**config.mk**
```make
export PLATFORM = sky130hd
export DESIGN_NAME = stereo_autopan_flat
export DESIGN_NICKNAME = d
export VERILOG_FILES = /design/src/rtl/stereo_pkg.sv /design/src/rtl/stereo_autopan_if.sv /design/src/rtl/pan_lfo.sv /design/src/rtl/stereo_dff.sv /design/src/rtl/stereo_autopan.sv /design/src/flat_wrapper.sv
export SDC_FILE = /design/constraint.sdc
export NUM_CORES = 1
export LEC_CHECK = 0
export BUFFER_PORTS_ARGS = -buffer_cell sky130_fd_sc_hd__buf_2
export CORE_ASPECT_RATIO = 1.25
export CORE_MARGIN = 2
export CORE_UTILIZATION = 35
export CTS_CLUSTER_DIAMETER = 100
export DETAILED_ROUTE_END_ITERATION = 8
export PLACE_DENSITY = 0.47
export SETUP_SLACK_MARGIN = 0.3
export SLEW_MARGIN = 10
export SYNTH_ARGS = -nofsm -noshare
export SYNTH_HDL_FRONTEND = slang
export SYNTH_SLANG_ARGS = --single-unit
```
**constraint.sdc**
```tcl
create_clock -name clk -period 9.9 [get_ports clk]
set_input_delay 1.98 -clock clk [delete_from_list [all_inputs] [get_ports clk]]
set_output_delay 1.98 -clock clk [all_outputs]
set_load 0.02 [all_outputs]
```
**src/rtl/stereo_pkg.sv**
```systemverilog
// Shared constants for the stereo auto-panner: pan mode encodings
// and triangle direction values. No ports.
package stereo_pkg;

    localparam logic [1:0] MODE_MANUAL   = 2'd0;
    localparam logic [1:0] MODE_TRIANGLE = 2'd1;
    localparam logic [1:0] MODE_SAW      = 2'd2;
    localparam logic [1:0] MODE_BEAT     = 2'd3;

    localparam logic DIR_UP   = 1'b0;
    localparam logic DIR_DOWN = 1'b1;

endpackage

```
**src/rtl/stereo_autopan_if.sv**
```systemverilog
// Sample stream bundle: mono sample in (sample_valid, codec_sample),
// split stereo out (out_valid, codec_sample_left/right).
interface stereo_autopan_if #(
    parameter int SAMPLE_W = 16
);

    logic                       sample_valid;
    logic signed [SAMPLE_W-1:0] codec_sample;
    logic                       out_valid;
    logic signed [SAMPLE_W-1:0] codec_sample_left;
    logic signed [SAMPLE_W-1:0] codec_sample_right;

    modport master (
        output sample_valid, codec_sample,
        input  out_valid, codec_sample_left, codec_sample_right
    );

    modport slave (
        input  sample_valid, codec_sample,
        output out_valid, codec_sample_left, codec_sample_right
    );

endinterface

```
**src/rtl/pan_lfo.sv**
```systemverilog
// Pan position generator: step timer, beat edge detect, mode-change
// detect and p/dir state. In: mode, manual_pan, beat. Out: p.
module pan_lfo
    import stereo_pkg::*;
#(
    parameter int GAIN_W      = 4,
    parameter int STEP_PERIOD = 250000000,
    parameter int CNT_W       = 40
) (
    input  logic            clk,
    input  logic            reset,
    input  logic [1:0]      mode,
    input  logic [GAIN_W:0] manual_pan,
    input  logic            beat,
    output logic [GAIN_W:0] p
);

    localparam int PW = GAIN_W + 1;
    localparam logic [PW-1:0] PMAX = PW'(2 ** GAIN_W);
    localparam logic [CNT_W-1:0] CNT_LAST = CNT_W'(STEP_PERIOD - 1);

    logic [PW-1:0]    p_d;
    logic             dir_q, dir_d;
    logic [CNT_W-1:0] cnt_q, cnt_d;
    logic             beat_q;
    logic [1:0]       mode_q;
    logic             mode_chg, timed, cnt_end, tick;
    logic [PW-1:0]    manual_clamp, p_clamp;

    assign mode_chg = (mode != mode_q);
    assign timed    = (mode == MODE_TRIANGLE) || (mode == MODE_SAW);
    assign cnt_end  = (cnt_q == CNT_LAST);
    // A tick coinciding with a mode change is dropped.
    assign tick     = !mode_chg &&
                      ((timed && cnt_end) ||
                       (mode == MODE_BEAT && beat && !beat_q));

    assign manual_clamp = (manual_pan > PMAX) ? PMAX : manual_pan;
    assign p_clamp      = (p > PMAX) ? PMAX : p;

    always_comb begin
        p_d   = p;
        dir_d = dir_q;
        cnt_d = '0;
        if (timed && !mode_chg && !cnt_end)
            cnt_d = cnt_q + CNT_W'(1);
        if (mode_chg) begin
            p_d   = p_clamp;
            dir_d = DIR_UP;
        end else if (mode == MODE_MANUAL) begin
            p_d = manual_clamp;
        end else if (tick) begin
            if (mode == MODE_SAW) begin
                p_d = (p == PMAX) ? '0 : p + PW'(1);
            end else if (dir_q == DIR_UP && p != PMAX) begin
                p_d = p + PW'(1);
                if (p_d == PMAX) dir_d = DIR_DOWN;
            end else begin
                // Also covers entering a triangle at PMAX heading up.
                p_d   = p - PW'(1);
                dir_d = (p_d == '0) ? DIR_UP : DIR_DOWN;
            end
        end
    end

    dffr #(.W(PW))    u_p    (.clk(clk), .rst_n(reset), .d(p_d),   .q(p));
    dffr #(.W(1))     u_dir  (.clk(clk), .rst_n(reset), .d(dir_d), .q(dir_q));
    dffr #(.W(CNT_W)) u_cnt  (.clk(clk), .rst_n(reset), .d(cnt_d), .q(cnt_q));
    dffr #(.W(1))     u_beat (.clk(clk), .rst_n(reset), .d(beat),  .q(beat_q));
    dffr #(.W(2))     u_mode (.clk(clk), .rst_n(reset), .d(mode),  .q(mode_q));

endmodule

```
**src/rtl/stereo_dff.sv**
```systemverilog
// Flop cells with synchronous active-low reset to zero.
// Ports: clk, rst_n, optional en, d in, q out (W bits).
module dffr #(
    parameter int W = 1
) (
    input  logic         clk,
    input  logic         rst_n,
    input  logic [W-1:0] d,
    output logic [W-1:0] q
);
    always_ff @(posedge clk) begin
        if (!rst_n) q <= '0;
        else        q <= d;
    end
endmodule

module dffre #(
    parameter int W = 1
) (
    input  logic         clk,
    input  logic         rst_n,
    input  logic         en,
    input  logic [W-1:0] d,
    output logic [W-1:0] q
);
    always_ff @(posedge clk) begin
        if (!rst_n)  q <= '0;
        else if (en) q <= d;
    end
endmodule

```
**src/rtl/stereo_autopan.sv**
```systemverilog
// Mono to stereo auto-panner, 2-cycle pipeline, left = s*p/PMAX,
// right = s - left. Ports: clk, reset, mode, manual_pan, beat, pan_pos, bus.
module stereo_autopan #(
    parameter int SAMPLE_W    = 16,
    parameter int GAIN_W      = 4,
    parameter int STEP_PERIOD = 250000000,
    parameter int CNT_W       = 40
) (
    input  logic            clk,
    input  logic            reset,
    input  logic [1:0]      mode,
    input  logic [GAIN_W:0] manual_pan,
    input  logic            beat,
    output logic [GAIN_W:0] pan_pos,
    stereo_autopan_if.slave bus
);

    localparam int PW = SAMPLE_W + GAIN_W + 2;

    logic [GAIN_W:0]            p, p1;
    logic signed [SAMPLE_W-1:0] s1, left_d, right_d;
    logic                       v1;
    logic signed [PW-1:0]       s_ext, p_ext, prod;

    pan_lfo #(
        .GAIN_W(GAIN_W),
        .STEP_PERIOD(STEP_PERIOD),
        .CNT_W(CNT_W)
    ) u_lfo (
        .clk(clk),
        .reset(reset),
        .mode(mode),
        .manual_pan(manual_pan),
        .beat(beat),
        .p(p)
    );

    assign pan_pos = p;

    dffre #(.W(SAMPLE_W)) u_s1 (.clk(clk), .rst_n(reset),
        .en(bus.sample_valid), .d(bus.codec_sample), .q(s1));
    dffre #(.W(GAIN_W+1)) u_p1 (.clk(clk), .rst_n(reset),
        .en(bus.sample_valid), .d(p), .q(p1));
    dffr #(.W(1)) u_v1 (.clk(clk), .rst_n(reset),
        .d(bus.sample_valid), .q(v1));

    // p is non-negative, so the product never exceeds |s| * PMAX;
    // taking bits [GAIN_W +: SAMPLE_W] is the arithmetic shift.
    assign s_ext   = {{(GAIN_W+2){s1[SAMPLE_W-1]}}, s1};
    assign p_ext   = {{(SAMPLE_W+1){1'b0}}, p1};
    assign prod    = s_ext * p_ext;
    assign left_d  = prod[GAIN_W +: SAMPLE_W];
    assign right_d = s1 - left_d;

    dffre #(.W(SAMPLE_W)) u_left (.clk(clk), .rst_n(reset),
        .en(v1), .d(left_d), .q(bus.codec_sample_left));
    dffre #(.W(SAMPLE_W)) u_right (.clk(clk), .rst_n(reset),
        .en(v1), .d(right_d), .q(bus.codec_sample_right));
    dffr #(.W(1)) u_ov (.clk(clk), .rst_n(reset),
        .d(v1), .q(bus.out_valid));

endmodule

```
**src/flat_wrapper.sv**
```systemverilog
// flat-port wrapper written by rule: the top's interface ports become plain ports
module stereo_autopan_flat 
#(
    parameter int SAMPLE_W    = 16,
    parameter int GAIN_W      = 4,
    parameter int STEP_PERIOD = 250000000,
    parameter int CNT_W       = 40
)
  (clk, reset, mode, manual_pan, beat, pan_pos, bus_sample_valid, bus_codec_sample, bus_out_valid, bus_codec_sample_left, bus_codec_sample_right);
  stereo_autopan_if #(.SAMPLE_W(SAMPLE_W)) bus_i ();
  input  logic clk;
  input  logic reset;
  input  logic [1:0] mode;
  input  logic [GAIN_W:0] manual_pan;
  input  logic beat;
  output logic [GAIN_W:0] pan_pos;
  input wire logic [$bits(bus_i.sample_valid)-1:0] bus_sample_valid;
  input wire logic [$bits(bus_i.codec_sample)-1:0] bus_codec_sample;
  output wire logic [$bits(bus_i.out_valid)-1:0] bus_out_valid;
  output wire logic [$bits(bus_i.codec_sample_left)-1:0] bus_codec_sample_left;
  output wire logic [$bits(bus_i.codec_sample_right)-1:0] bus_codec_sample_right;
  assign bus_i.sample_valid = bus_sample_valid;
  assign bus_i.codec_sample = bus_codec_sample;
  assign bus_out_valid = bus_i.out_valid;
  assign bus_codec_sample_left = bus_i.codec_sample_left;
  assign bus_codec_sample_right = bus_i.codec_sample_right;
  stereo_autopan #(.SAMPLE_W(SAMPLE_W), .GAIN_W(GAIN_W), .STEP_PERIOD(STEP_PERIOD), .CNT_W(CNT_W)) u_core (.clk(clk), .reset(reset), .mode(mode), .manual_pan(manual_pan), .beat(beat), .pan_pos(pan_pos), .bus(bus_i));
endmodule
```
# Yosys cells after proc, flatten, opt, wreduce, memory -nomap -nowiden
# Cells that the tools add are included.
# Widths: inputs -> output; s select.
dict set report word_totals {
  register_bits 104
  inputBits 27
  output_inout_bits 38
  wordCells 62
}
dict set report op_classes {
  n_addsub 4
  mul 1
  n_lt_le_gt_ge 2
  eq_ne 10
  n_mux 11
  n_bitwise 4
  reduce_logical 19
}
# op count
set op_table {}
lappend op_table {{$add 40x1->40 const B} 1}
lappend op_table {{$eq 40x28->1 const B} 1}
lappend op_table {{$mux 5} 8}
lappend op_table {{$mul 16x6->20} 1}
lappend op_table {{$sub 16x16->16} 1}
lappend op_table {{$eq 5x5->1 const B} 2}
lappend op_table {{$gt 5x5->1 const B} 2}
lappend op_table {{$logic_and 1x1->1} 7}
lappend op_table {{$add 5x1->5 const B} 1}
lappend op_table {{$logic_not 5->1} 1}
lappend op_table {{$ne 5x5->1 const B} 1}
lappend op_table {{$sub 5x1->5 const B} 1}
lappend op_table {{$eq 2x2->1 const B} 2}
lappend op_table {{$ne 2x1->1 const B} 2}
lappend op_table {{$not 1->1} 4}
lappend op_table {{$reduce_and 2->1} 2}
lappend op_table {{$reduce_and 4->1} 1}
lappend op_table {{$logic_not 1->1} 3}
lappend op_table {{$mux 1} 3}
lappend op_table {{$reduce_bool 3->1} 1}
lappend op_table {{$eq 2x1->1 const B} 1}
lappend op_table {{$logic_not 2->1} 1}
lappend op_table {{$logic_or 1x1->1} 2}
lappend op_table {{$ne 2x2->1} 1}
lappend op_table {{$reduce_or 2->1} 1}

# Logic depth before layout (Yosys ltp)
dict set report logic_depth {
  ltp_word 8
  ltp_mapped 24
}

# Modules after synthesis
# A second synthesis with hierarchy kept.
dict set report hier_totals {
  cells_unflattened 971
  hier_area_um2 8732.1
}
# module n_inst cells_each area_each_um2
set by_module_without_submodules {}
lappend by_module_without_submodules {stereo_autopan 1 443 3721.1}
lappend by_module_without_submodules {{dffre (u_core.u_left ...)} 3 51 615.6}
lappend by_module_without_submodules {pan_lfo 1 253 1575.3}
lappend by_module_without_submodules {{dffr (u_core.u_lfo.u_cnt)} 1 84 1107.3}
lappend by_module_without_submodules {{dffre (u_core.u_p1)} 1 16 192.7}
lappend by_module_without_submodules {{dffr (u_core.u_lfo.u_p)} 1 10 131.4}
lappend by_module_without_submodules {{dffr (u_core.u_lfo.u_beat ...)} 4 2 26.3}
lappend by_module_without_submodules {{dffr (u_core.u_lfo.u_mode)} 1 4 52.6}

# Worst setup path before layout
# OpenSTA, ideal clock, no wires.
dict set report synth_path {
  kind {flip-flop to flip-flop}
  from {register u_core.u_p1.q[1]}
  to {register u_core.u_right.q[14]}
  setup_ns 0.088
  arrival_time_ns 5.700
  t_required_ns 9.812
  path_slack_ns 4.112
  path_stages_with_launch 23
  path_buffers 2
  synth_period_minus_slack_ns 5.788
  path_cell_list {dfxtp_1 -> clkbuf_1 -> and2_1 -> fa_1 -> fa_1 -> inv_1 -> fa_1 -> inv_1 -> ha_1 -> buf_6 -> a21o_1 -> a21oi_1 -> nand2_1 -> xnor2_1 -> ha_1 -> a21o_1 -> a31o_2 -> maj3_2 -> a2111oi_2 -> nor4_1 -> a311oi_2 -> a211oi_1 -> a311oi_2}
}
dict set report synth_between {
  elab_chain_len 2
}
# item line_no
set synth_rtl {}
lappend synth_rtl {{start: declaration} stereo_dff.sv:24} ;# output logic [W-1:0] q
lappend synth_rtl {{start signal: assignment} stereo_dff.sv:27} ;# if (!rst_n) q <= '0;
lappend synth_rtl {{start signal: assignment} stereo_dff.sv:28} ;# else if (en) q <= d;
lappend synth_rtl {{$mul 16x6->20} stereo_autopan.sv:51} ;# assign prod = s_ext * p_ext;
lappend synth_rtl {{$sub 16x16->16} stereo_autopan.sv:53} ;# assign right_d = s1 - left_d;
lappend synth_rtl {{end signal: assignment} stereo_dff.sv:27}
lappend synth_rtl {{end signal: assignment} stereo_dff.sv:28}
lappend synth_rtl {{end: declaration} stereo_dff.sv:24}
# No other way between the ends.
# A chain may end at the register's enable or synchronous reset.

# Worst setup path in the final report
# Ends and elaborated chain as after synthesis.

==> qor.json <==
{
  "logic_synthesis": {
    "synth_top_flop_cell": "dfxtp_1",
    "fraction_of_post_synthesis_cell_area_in_the_top_cell_type_by_area_pct": 25.3,
    "yosys.cell_types.count": 75,
    "post_synth_inst_count": 970,
    "syn-cell-area_mm2": 0.00822,
    "synth-seq-area-share_pct": 25.3,
    "number_of_enable_flip_flop_cells_after_synthesis": 0,
    "synth.net_count": 1091,
    "ys_seq_elements": 104,
    "async_reset_ff_share_pct": 0,
    "yosysWarningCount": 0,
    "post_synthesis_cell_type_with_the_largest_combined_area": "dfxtp_1",
    "yosys-top-cells-area": "dfxtp_1, fa_1, ha_1",
    "syn_area_per_cell_um2": 8.47
  },
  "global_routing": {
    "maximum_number_of_pins_on_one_net_before_global_route_repair": 65,
    "grt_use_met1_pct": 20.8,
    "grtUsageTotal_pct": 16.9,
    "first_global_vias": 6514,
    "global_route.usage.met2_pct": 30.1,
    "grt_busiest_layer": "met2",
    "grt_first_pass_wirelength_um": 33200,
    "global_route.usage.met3_pct": 3.00,
    "number_of_antenna_violations_at_the_first_check_in_global_routing": 2,
    "grt-ovfl-total": 0
  },
  "die": {
    "die_width_um": 141,
    "core-area_mm2": 0.0230,
    "design.die.area_mm2": 0.0247,
    "io-pin-count": 65,
    "floorplan.rows": 62,
    "die_height_um": 175,
    "start_util_pct": 35.7
  },
  "clocking": {
    "cts_resized": 0,
    "cts.root.buffer_cell": "clkbuf_16",
    "cts_post_setup_buffers_inserted": 0,
    "clock_buffer_depth": 2,
    "cts_sinks": 104,
    "cts_max_level": 3,
    "hold_buffers": 0,
    "worstSkewPairLatency_ps": 350,
    "cts_made_buffers": 9,
    "clk_pin_slew_worst_paths_ps": 80,
    "tritoncts": "yes"
  },
  "setup_path": {
    "crit_fanout": 17,
    "cp.required_ps": 10170,
    "timing.critical_path.arrival_ps": 6790,
    "startpoint_type": "flip-flop",
    "worst_setup_path_end_kind": "flip-flop",
    "r2r_slack_ps": 3380,
    "critPathKind": "flip-flop to flip-flop"
  },
  "pwr": {
    "power_leakage_nw": 3.95,
    "power_density_mw_per_mm2": 104,
    "max-vdd-ir-drop_mv": 0.0673,
    "total_power_w": 0.000941
  },
  "cells_and_area": {
    "layout-drive-gt1-share_pct": 10.3,
    "flow.area_growth_from_synthesis_pct": 9.94,
    "final_net_count": 1122,
    "final.fill_count": 2378
  },
  "timing": {
    "setup_repair_after_global_routing_missed_its_margin": "no",
    "achievable-frequency_ghz": 0.153,
    "final_period_minus_worst_setup_slack_ps": 6520,
    "worst_slew_margin_rel_pct": 43.2,
    "final_max_slew_viol_count": 0,
    "finalSetupViolations": 0,
    "worst_pin_slew_ps": 852,
    "timing.clock.skew_ps": 12.2,
    "setup_slack_ps": 3380,
    "timing.final.hold_violations": 0,
    "fin_setup_tns_ps": 0,
    "post-route-period-util_pct": 65.8
  },
  "placed_design": {
    "routability_cong": 0.813,
    "placement.io_buffers": 64,
    "dp_worst_setup_slack_ps": 3410,
    "detailed_place_hpwl_um": 15600
  },
  "drt": {
    "ant_nets": 0,
    "remaining_drc_errors": 0,
    "vias_per_cell": 4.99,
    "drt_iter0_drc": 202,
    "drt-pass1-iter-count": 6,
    "finalWirelength_um": 20200,
    "routed_wire_length_per_instance_um": 15.6,
    "dr_total_vias": 6457
  },
  "job": {
    "drv.max_cap_violation_count": 0
  },
  "run_status": {
    "status": "complete, no violations"
  },
  "min_path": {
    "hold_class": "flip-flop to flip-flop"
  }
}
[path summary, 6_finish.rpt]
path,startpoint,end,cells after the start
worst max-delay path,u_core.u_p1.q[1]$_SDFFE_PN0P_,u_core.u_right.q[14]$_SDFFE_PN0P_,20
worst min-delay path,u_core.u_right.q[11]$_SDFFE_PN0P_,u_core.u_right.q[11]$_SDFFE_PN0P_,2
worst max register to register,u_core.u_p1.q[1]$_SDFFE_PN0P_,u_core.u_right.q[14]$_SDFFE_PN0P_,20
worst min register to register,u_core.u_right.q[11]$_SDFFE_PN0P_,u_core.u_right.q[11]$_SDFFE_PN0P_,2
[layout make-up]
cell class	instances	area [µm²]	area share, %
Multi-Input combinational cell	721	5570	61.7
Sequential cell	104	2080	23.0
Inverter	98	368	4.07
Tap cell	288	360	3.99
Timing Repair Buffer	67	343	3.79
Clock buffer	11	233	2.58
Clock inverter	4	70.1	0.776
Antenna cell	2	5.00	0.0554
[critical path: stages (launching register included)]
cell and delay, ps:
dfxtp_1 730, and2_1 240, fa_1 440, fa_1 490, inv_1 50, fa_1 520
inv_1 50, ha_1 380, a21o_1 260, a21oi_1 280, nand2_1 170, xnor2_1 240
ha_1 310, a21o_1 190, a31o_2 230, maj3_2 360, a2111oi_2 470, nor4_1 120
a311oi_2 480, a211oi_1 160, a311oi_2 250
[state kept, by name, indices dropped and copies added, names as in the netlist, 2 cells and up]
register               flops
u_core.u_left.q           16
u_core.u_lfo.u_cnt.q      40
u_core.u_lfo.u_mode.q      2
u_core.u_lfo.u_p.q         5
u_core.u_p1.q              5
u_core.u_right.q          16
u_core.u_s1.q             16
[synthesized netlist by cell type, drive strengths merged (5+ instances only)]
cell / count
a211oi: 6
buf: 5
nor3: 21
o21a: 13
nor2: 74
xnor2: 37
mux2i: 28
and2: 92
nand3: 26
a211o: 5
nor4: 8
a21o: 6
nand2: 62
dfxtp: 104
o211a: 6
nand4: 12
o21ai: 33
nor2b: 44
xor2: 30
clkbuf: 42
and3: 14
or3: 12
a21oi: 30
a31oi: 9
fa: 47
ha: 47
inv: 98
[logic make-up (layout without fill, tap and decap cells)]
family / Yosys count / count (layout) / share of synthesized area [%]
AO/OA/AOI/OAI: 147 / 147 / 13.4
buffers and inverters: 145 / 180 / 6.84
other: 0 / 2 / 0
AND/OR/NAND/NOR: 382 / 382 / 24.8
XOR/XNOR: 67 / 67 / 7.23
multiplexers: 28 / 28 / 3.41
flip-flops: 104 / 104 / 25.3
adder cells (fa/ha/maj): 97 / 97 / 19.0
[cell usage in the layout, fill, tap and decap left out, types with 26 or more instances in the layout]
master / n
a21oi_1: 29
and2_1: 91
buf_2: 64
dfxtp_1: 104
fa_1: 47
ha_1: 47
inv_1: 98
mux2i_1: 28
nand2_1: 61
nand3_1: 26
nor2_1: 74
nor2b_1: 44
o21ai_0: 29
xnor2_1: 37
xor2_1: 29
[routing by layer]
layer,routed length (µm),vias to the layer above
met5,0,-
met4,362,0
met3,515,15
met2,10300,50
met1,9080,3097
li1,-,3295
[stage by stage]
stage	cells	utilization, %	hold slack [ps]	area, µm²
floorplan	970	-	442	8220
global placement	1278	37.9	458	8730
detailed placement	1278	37.9	466	8730
CTS	1293	39.2	484	9030
global route	1294	39.2	499	9030
finish	1295	39.2	479	9030
[power breakdown]
| group | switching [W] | total (W) | leakage, nW | internal (W) |
|---|---|---|---|---|
| Combinational | 0.0000672 | 0.000118 | 2.96 | 0.0000503 |
| Clock | 0.000157 | 0.000377 | 0.149 | 0.000220 |
| Sequential | 0.0000170 | 0.000446 | 0.845 | 0.000429 |
(Power assumes the default switching activity.)
